### config.mk
export PLATFORM = sky130hd
export DESIGN_NAME = hello_arbiter
export DESIGN_NICKNAME = d
export VERILOG_FILES = /design/src/rtl/hello_arbiter.sv
export SDC_FILE = /design/constraint.sdc
export NUM_CORES = 1
export LEC_CHECK = 0
export ABC_CLOCK_PERIOD_IN_PS = 3580
export BUFFER_PORTS_ARGS = -buffer_cell sky130_fd_sc_hd__clkbuf_2
export CORE_AREA = 3 3 154 156
export CTS_CLUSTER_SIZE = 24
export DETAILED_ROUTE_END_ITERATION = 10
export DIE_AREA = 0 0 157 159
export PLACE_DENSITY_LB_ADDON = 0.15
export SLEW_MARGIN = 10
export SYNTH_ARGS = -nofsm -noshare
export SYNTH_HDL_FRONTEND = slang
export SYNTH_SLANG_ARGS = --single-unit
### constraint.sdc
create_clock -name AXIS_ACLK -period 3.58 [get_ports AXIS_ACLK]
set_clock_uncertainty 0.05 [all_clocks]
set_input_delay 0 -clock AXIS_ACLK [delete_from_list [all_inputs] [get_ports AXIS_ACLK]]
set_output_delay 0 -clock AXIS_ACLK [all_outputs]
set_load 0.02 [all_outputs]
### src/rtl/hello_arbiter.sv
// hello_arbiter: merges three HELLO AXI-Stream sources into one registered
// output stream, round-robin at packet granularity, source index on TID.
module hello_arbiter #(
    parameter int MAX_BEATS = 34,
    parameter int CNT_W     = 6
) (
    input  logic        AXIS_ACLK,
    input  logic        AXIS_ARESET,
    input  logic        S0_AXIS_TVALID,
    output logic        S0_AXIS_TREADY,
    input  logic [63:0] S0_AXIS_TDATA,
    input  logic        S0_AXIS_TLAST,
    input  logic [31:0] S0_AXIS_TUSER,
    input  logic        S1_AXIS_TVALID,
    output logic        S1_AXIS_TREADY,
    input  logic [63:0] S1_AXIS_TDATA,
    input  logic        S1_AXIS_TLAST,
    input  logic [31:0] S1_AXIS_TUSER,
    input  logic        S2_AXIS_TVALID,
    output logic        S2_AXIS_TREADY,
    input  logic [63:0] S2_AXIS_TDATA,
    input  logic        S2_AXIS_TLAST,
    input  logic [31:0] S2_AXIS_TUSER,
    output logic        M_AXIS_TVALID,
    input  logic        M_AXIS_TREADY,
    output logic [63:0] M_AXIS_TDATA,
    output logic        M_AXIS_TLAST,
    output logic [31:0] M_AXIS_TUSER,
    output logic [1:0]  M_AXIS_TID,
    input  logic [2:0]  src_enable,
    output logic        oversize_err,
    output logic        grant_active
);

    typedef enum logic {IDLE = 1'b0, BUSY = 1'b1} state_t;

    localparam logic [CNT_W-1:0] LAST_LEGAL = CNT_W'(MAX_BEATS - 1);
    localparam logic [CNT_W-1:0] CNT_MAX    = '1;

    state_t           state;
    state_t           state_next;
    logic [1:0]       grant;
    logic [1:0]       grant_next;
    logic [1:0]       last_grant;
    logic [1:0]       last_grant_next;
    logic [1:0]       pick;
    logic [1:0]       scan;
    logic             found;
    logic [2:0]       req;
    logic             g_valid;
    logic             g_last;
    logic [63:0]      g_data;
    logic [31:0]      g_user;
    logic             s_rdy;
    logic             s_xfr;
    logic             m_xfr;
    logic             out_full;
    logic [CNT_W-1:0] beat_cnt;

    assign req = {S2_AXIS_TVALID, S1_AXIS_TVALID, S0_AXIS_TVALID}
               & src_enable;

    // Select the beat presented by the granted source
    always_comb begin
        g_valid = S0_AXIS_TVALID;
        g_last  = S0_AXIS_TLAST;
        g_data  = S0_AXIS_TDATA;
        g_user  = S0_AXIS_TUSER;
        case (grant)
            2'd1: begin
                g_valid = S1_AXIS_TVALID;
                g_last  = S1_AXIS_TLAST;
                g_data  = S1_AXIS_TDATA;
                g_user  = S1_AXIS_TUSER;
            end
            2'd2: begin
                g_valid = S2_AXIS_TVALID;
                g_last  = S2_AXIS_TLAST;
                g_data  = S2_AXIS_TDATA;
                g_user  = S2_AXIS_TUSER;
            end
            default: ;
        endcase
    end

    assign m_xfr = out_full & M_AXIS_TREADY;
    assign s_rdy = (state == BUSY) & (~out_full | m_xfr);
    assign s_xfr = s_rdy & g_valid;

    assign S0_AXIS_TREADY = s_rdy & (grant == 2'd0);
    assign S1_AXIS_TREADY = s_rdy & (grant == 2'd1);
    assign S2_AXIS_TREADY = s_rdy & (grant == 2'd2);

    assign M_AXIS_TVALID = out_full;
    assign grant_active  = (state == BUSY);

    // Round-robin search starting just after the last granted source
    always_comb begin
        pick  = last_grant;
        found = 1'b0;
        scan  = last_grant;
        for (int k = 0; k < 3; k++) begin
            scan = (scan == 2'd2) ? 2'd0 : scan + 2'd1;
            if (!found && req[scan]) begin
                pick  = scan;
                found = 1'b1;
            end
        end
    end

    // Next-state logic: grant in IDLE, release on accepted TLAST
    always_comb begin
        state_next      = state;
        grant_next      = grant;
        last_grant_next = last_grant;
        case (state)
            IDLE: begin
                if (found) begin
                    state_next      = BUSY;
                    grant_next      = pick;
                    last_grant_next = pick;
                end
            end
            BUSY: begin
                if (s_xfr && g_last) begin
                    state_next = IDLE;
                end
            end
            default: state_next = IDLE;
        endcase
    end

    // State, grant and round-robin pointer registers
    always_ff @(posedge AXIS_ACLK or posedge AXIS_ARESET) begin
        if (AXIS_ARESET) begin
            state      <= IDLE;
            grant      <= 2'd0;
            last_grant <= 2'd2;
        end else begin
            state      <= state_next;
            grant      <= grant_next;
            last_grant <= last_grant_next;
        end
    end

    // Beat counter per packet and sticky oversize flag
    always_ff @(posedge AXIS_ACLK or posedge AXIS_ARESET) begin
        if (AXIS_ARESET) begin
            beat_cnt     <= '0;
            oversize_err <= 1'b0;
        end else begin
            if (state == IDLE && found) begin
                beat_cnt <= '0;
            end else if (s_xfr && beat_cnt != CNT_MAX) begin
                beat_cnt <= beat_cnt + CNT_W'(1);
            end
            if (s_xfr && !g_last && beat_cnt == LAST_LEGAL) begin
                oversize_err <= 1'b1;
            end
        end
    end

    // Single-stage output register; reloads when drained and refilled
    always_ff @(posedge AXIS_ACLK or posedge AXIS_ARESET) begin
        if (AXIS_ARESET) begin
            out_full     <= 1'b0;
            M_AXIS_TDATA <= '0;
            M_AXIS_TLAST <= 1'b0;
            M_AXIS_TUSER <= '0;
            M_AXIS_TID   <= 2'd0;
        end else if (s_xfr) begin
            out_full     <= 1'b1;
            M_AXIS_TDATA <= g_data;
            M_AXIS_TLAST <= g_last;
            M_AXIS_TUSER <= g_user;
            M_AXIS_TID   <= grant;
        end else if (m_xfr) begin
            out_full <= 1'b0;
        end
    end

endmodule

==> key figures <==
Timing
  – Hold slack: -0.003396 ns
  – Relative slew slack: 0.4235
  – Hold Fails Final Rpt: 1
  – Minimum clock period: 3.272 ns
  – Worst Max-Slew Pin Slew: 0.8647 ns
  – Worst setup margin: 0.3084 ns
  – Setup TNS: 0 ns
  – Max Clk Rate: slightly above 300 MHz
  – Unrepaired setup endpoints after global routing: no
  – Fin crit share: 0.9139
  – # setup viols final: 0
  – Max-slew violation count: 0

Clock network
  – H-tree Lvls: 3
  – Cts bufs inserted: 9
  – Register clock-pin slew on the reported worst setup and hold paths: approximately 0.08 ns
  – Max Buffers Root-to-Sink: 2
  – Clock latency on the worst-skew pair: between 0.3 and 0.4 ns
  – Clock sink count: ~110
  – CTS tree: done
  – Root buffer cell: clkbuf_16

Synthesis
  – Sequential fraction of the synthesis area: 0.4768
  – Mapped Nets: between 900 and 1000
  – Cell Area, Synth: 5828 sq um
  – Area leader, netlist: dfrtp_1
  – Netlist cell types: 35
  – Area contributors post-synth: dfrtp_1 (47%), a221oi_1 (14%), o31ai_1 (12%)
  – Synth Register Bits: approximately 110
  – Post-synthesis cell count: 633
  – Yosys top cell area share: 0.4723
  – Synth warn: 0
  – Syn_area_per_cell: roughly 9.2 sq um

Cells and area
  – Most frequent cells in the layout: clkbuf_2 (404), dlygate4sd3_1 (193), dfrtp_1 (110), nand2_1 (110), nor2_1 (97)
  – Layout cell share with drive strength beyond 1: 0.3689
  – Finished Cell Area: 10320 sq um
  – Number of nets in the layout: roughly 1500
  – Antenna Cells: 0
  – Most common cell after layout, fill and taps aside: clkbuf_2
  – Layout area overhead: 77.03%

Worst setup path
  – Required time worst endpoint: between 3 and 4 ns
  – Crit-path max cell delay: around 0.60 ns
  – CP Cell Sequence: inv_1 > ha_4 > buf_6 > a221oi_1 > dlygate4sd3_1 > o31ai_1 > dlygate4sd3_1
  – Crit path DAT: 3.50 ns
  – CP max stage cell: dlygate4sd3_1
  – Worst R2R Path Depth: 7
  – R2r endpoint: M_AXIS_TUSER[27]$_DFFE_PP0P_
  – Worst R2R Start: grant[0]$_DFFE_PP0P_
  – Critical path endpoint category: flip-flop
  – CP max FO: between 50 and 60
  – Register-to-register setup slack: about 0.3 ns
  – Most common cell on crit path: dlygate4sd3_1
  – CP Launch Type: flip-flop
  – Worst setup path category: flip-flop to flip-flop

Routing
  – # DRC: 0
  – Post-DR vias/cell: just under 5
  – DR WL/cell: about 16 um
  – DRT iter0 DRCs: between 300 and 400
  – DR pass1 iterations: 5
  – Vias: between 7000 and 8000
  – WL final: between 20000 and 25000 um
  – Final ANT Viol Nets: 0

Floorplan
  – Core Box Area: ~23000 sq um
  – Die area: approximately 25000 sq um
  – Die H: about 160 um
  – Starting Density: 0.2590
  – Top-Level Pins: 405
  – Row cnt: 55
  – Die width: between 150 and 200 um

GRT
  – First-pass GRT wire length: 38100 um
  – Total global-route track usage: 0.1888
  – Initial antenna violation count: 0
  – Largest net degree at the start of global routing: between 100 and 150
  – Via count of the first global-routing pass: ~7200
  – Global route overflow: 0

Worst hold path
  – Hold EP: M_AXIS_TUSER[28]$_DFFE_PP0P_
  – Cell count of the worst hold path: 3
  – Hold_sp: S1_AXIS_TUSER[28]
  – Hold WC Path Type: primary input to flip-flop

Power
  – IR drop worst, VDD: 0.0009742 V
  – Total Power: 10.71 mW
  – Combinational share of power: 0.686
  – Net Sw Frac: 0.4558
  – Psw: around 5 mW
  – Internal power: 5.829 mW
  – Pleak: roughly 5.2 nW
  – Clock power frac: 0.105
  – Pwr dens: between 1000 and 1500 nW/um^2
  – Register share of total power: 0.209

Placement
  – Dpl cell area: around 8100 sq um
  – Buffers on Ports: between 400 and 500
  – Detailed Place HPWL: roughly 17000 um
  – Place WS: about 1.1 ns
  – Routability cong.: ~0.79

Status
  – Outcome: finished with violations
  – Violated checks: negative hold slack

Run
  – Max-cap violations: 0
-- power by group through the flow --
stage | combinational (mW) | sequential, mW | clock, mW
6_report | 7.35 | 2.24 | 1.12
5_1_grt | 8.12 | 2.32 | 1.21
4_1_cts | 7.36 | 2.24 | 1.17
3_5_place_dp | 5.82 | 2.26 | 0
3_3_place_gp | 5.79 | 2.25 | 0
2_1_floorplan | 3.47 | 2.87 | 0
-- cells by family (layout without fill, tap and decap cells) --
kind of cell,count (synthesis),count (layout),share of synthesized area
and+or+nand+nor,225,225,0.1511
AOI/OAI and AO/OA,217,217,0.2986
DFF,111,111,0.4768
buffers and inverters,72,629,0.05753
adders and majority gates,5,5,0.01073
muxes,3,3,0.005153
-- repair_timing --
action	CTS	global route
resized for setup	0	1
hold buffers	193	0
endpoints found under the hold margin	164	0
buffers inserted	0	0
endpoints found under the setup margin	0	1
-- sequential cells by signal, indices dropped and copies added (netlist names) --
register       count
M_AXIS_TDATA      64
M_AXIS_TID         2
M_AXIS_TLAST       1
M_AXIS_TUSER      32
M_AXIS_TVALID      1
beat_cnt           6
grant              2
grant_active       1
last_grant         1
oversize_err       1
-- how the worst max path moves through the flow --
stage / startpoint / to / slack (ns)
finish: grant[0]$_DFFE_PP0P_ / M_AXIS_TUSER[27]$_DFFE_PP0P_ / 0.31
global route: grant[0]$_DFFE_PP0P_ / M_AXIS_TUSER[27]$_DFFE_PP0P_ / 0.08
CTS: grant[0]$_DFFE_PP0P_ / M_AXIS_TUSER[27]$_DFFE_PP0P_ / 0.12
detailed placement: grant[0]$_DFFE_PP0P_ / beat_cnt[4]$_DFFE_PP0P_ / 1.05
global placement: grant[0]$_DFFE_PP0P_ / beat_cnt[4]$_DFFE_PP0P_ / 1.09
floorplan: AXIS_ARESET / M_AXIS_TDATA[0]$_DFFE_PP0P_ / 0.60
-- cell usage after synthesis --
master     instances
dfrtp_1          110
nand2_1          110
nor2_1            97
a221oi_1          96
o31ai_1           96
clkbuf_1          37
buf_2             19
buf_4              9
a21oi_1            5
ha_1               5
inv_1              5
nand3_1            5
and3_1             4
a21o_1             3
mux2i_1            3
o21ai_0            3
o21ai_1            3
a211oi_1           2
a22o_1             2
a311oi_1           2
nand2b_1           2
nor3_1             2
a22oi_1            1
a31o_2             1
and2_1             1
buf_6              1
dfstp_2            1
inv_2              1
nor2b_1            1
nor4_1             1
o2111a_1           1
o2111ai_2          1
o41ai_1            1
or2_0              1
or2_2              1
-- area by class of cell --
cell class	instances	area, sq um
Multi-Input combinational cell	450	2763
Tap cell	285	356.6
Timing Repair Buffer	608	4065
Inverter	6	26.28
Clock inverter	5	88.84
Fill cell	2295	12190
Sequential cell	111	2779
Clock buffer	10	239.0
-- metal layers --
metal  share of wire  vias to the layer above  track usage
li1                -                     3486            -
met1            0.41                     3303       0.2393
met2            0.50                      293       0.3298
met3           0.063                       30      0.02881
met4           0.021                        0      0.05611
met5               0                        -            0
-- per-stage QoR --
| step | std cells | util |
|---|---|---|
| 2_1_floorplan | 633 | - |
| 3_3_place_gp | 1267 | 0.3579 |
| 3_5_place_dp | 1267 | 0.3579 |
| 4_1_cts | 1475 | 0.4583 |
| 5_1_grt | 1475 | 0.4585 |
| 6_report | 1475 | 0.4585 |
-- critical path, delay by kind of cell (launching register included) --
family | cells | cell delay [ns]
flip-flops | 1 | 0.44
adder cells (fa/ha/maj) | 1 | 0.53
buffers and inverters | 4 | 1.83
AO/OA/AOI/OAI | 2 | 0.34
No activity file was read; power rests on OpenSTA's default activity.
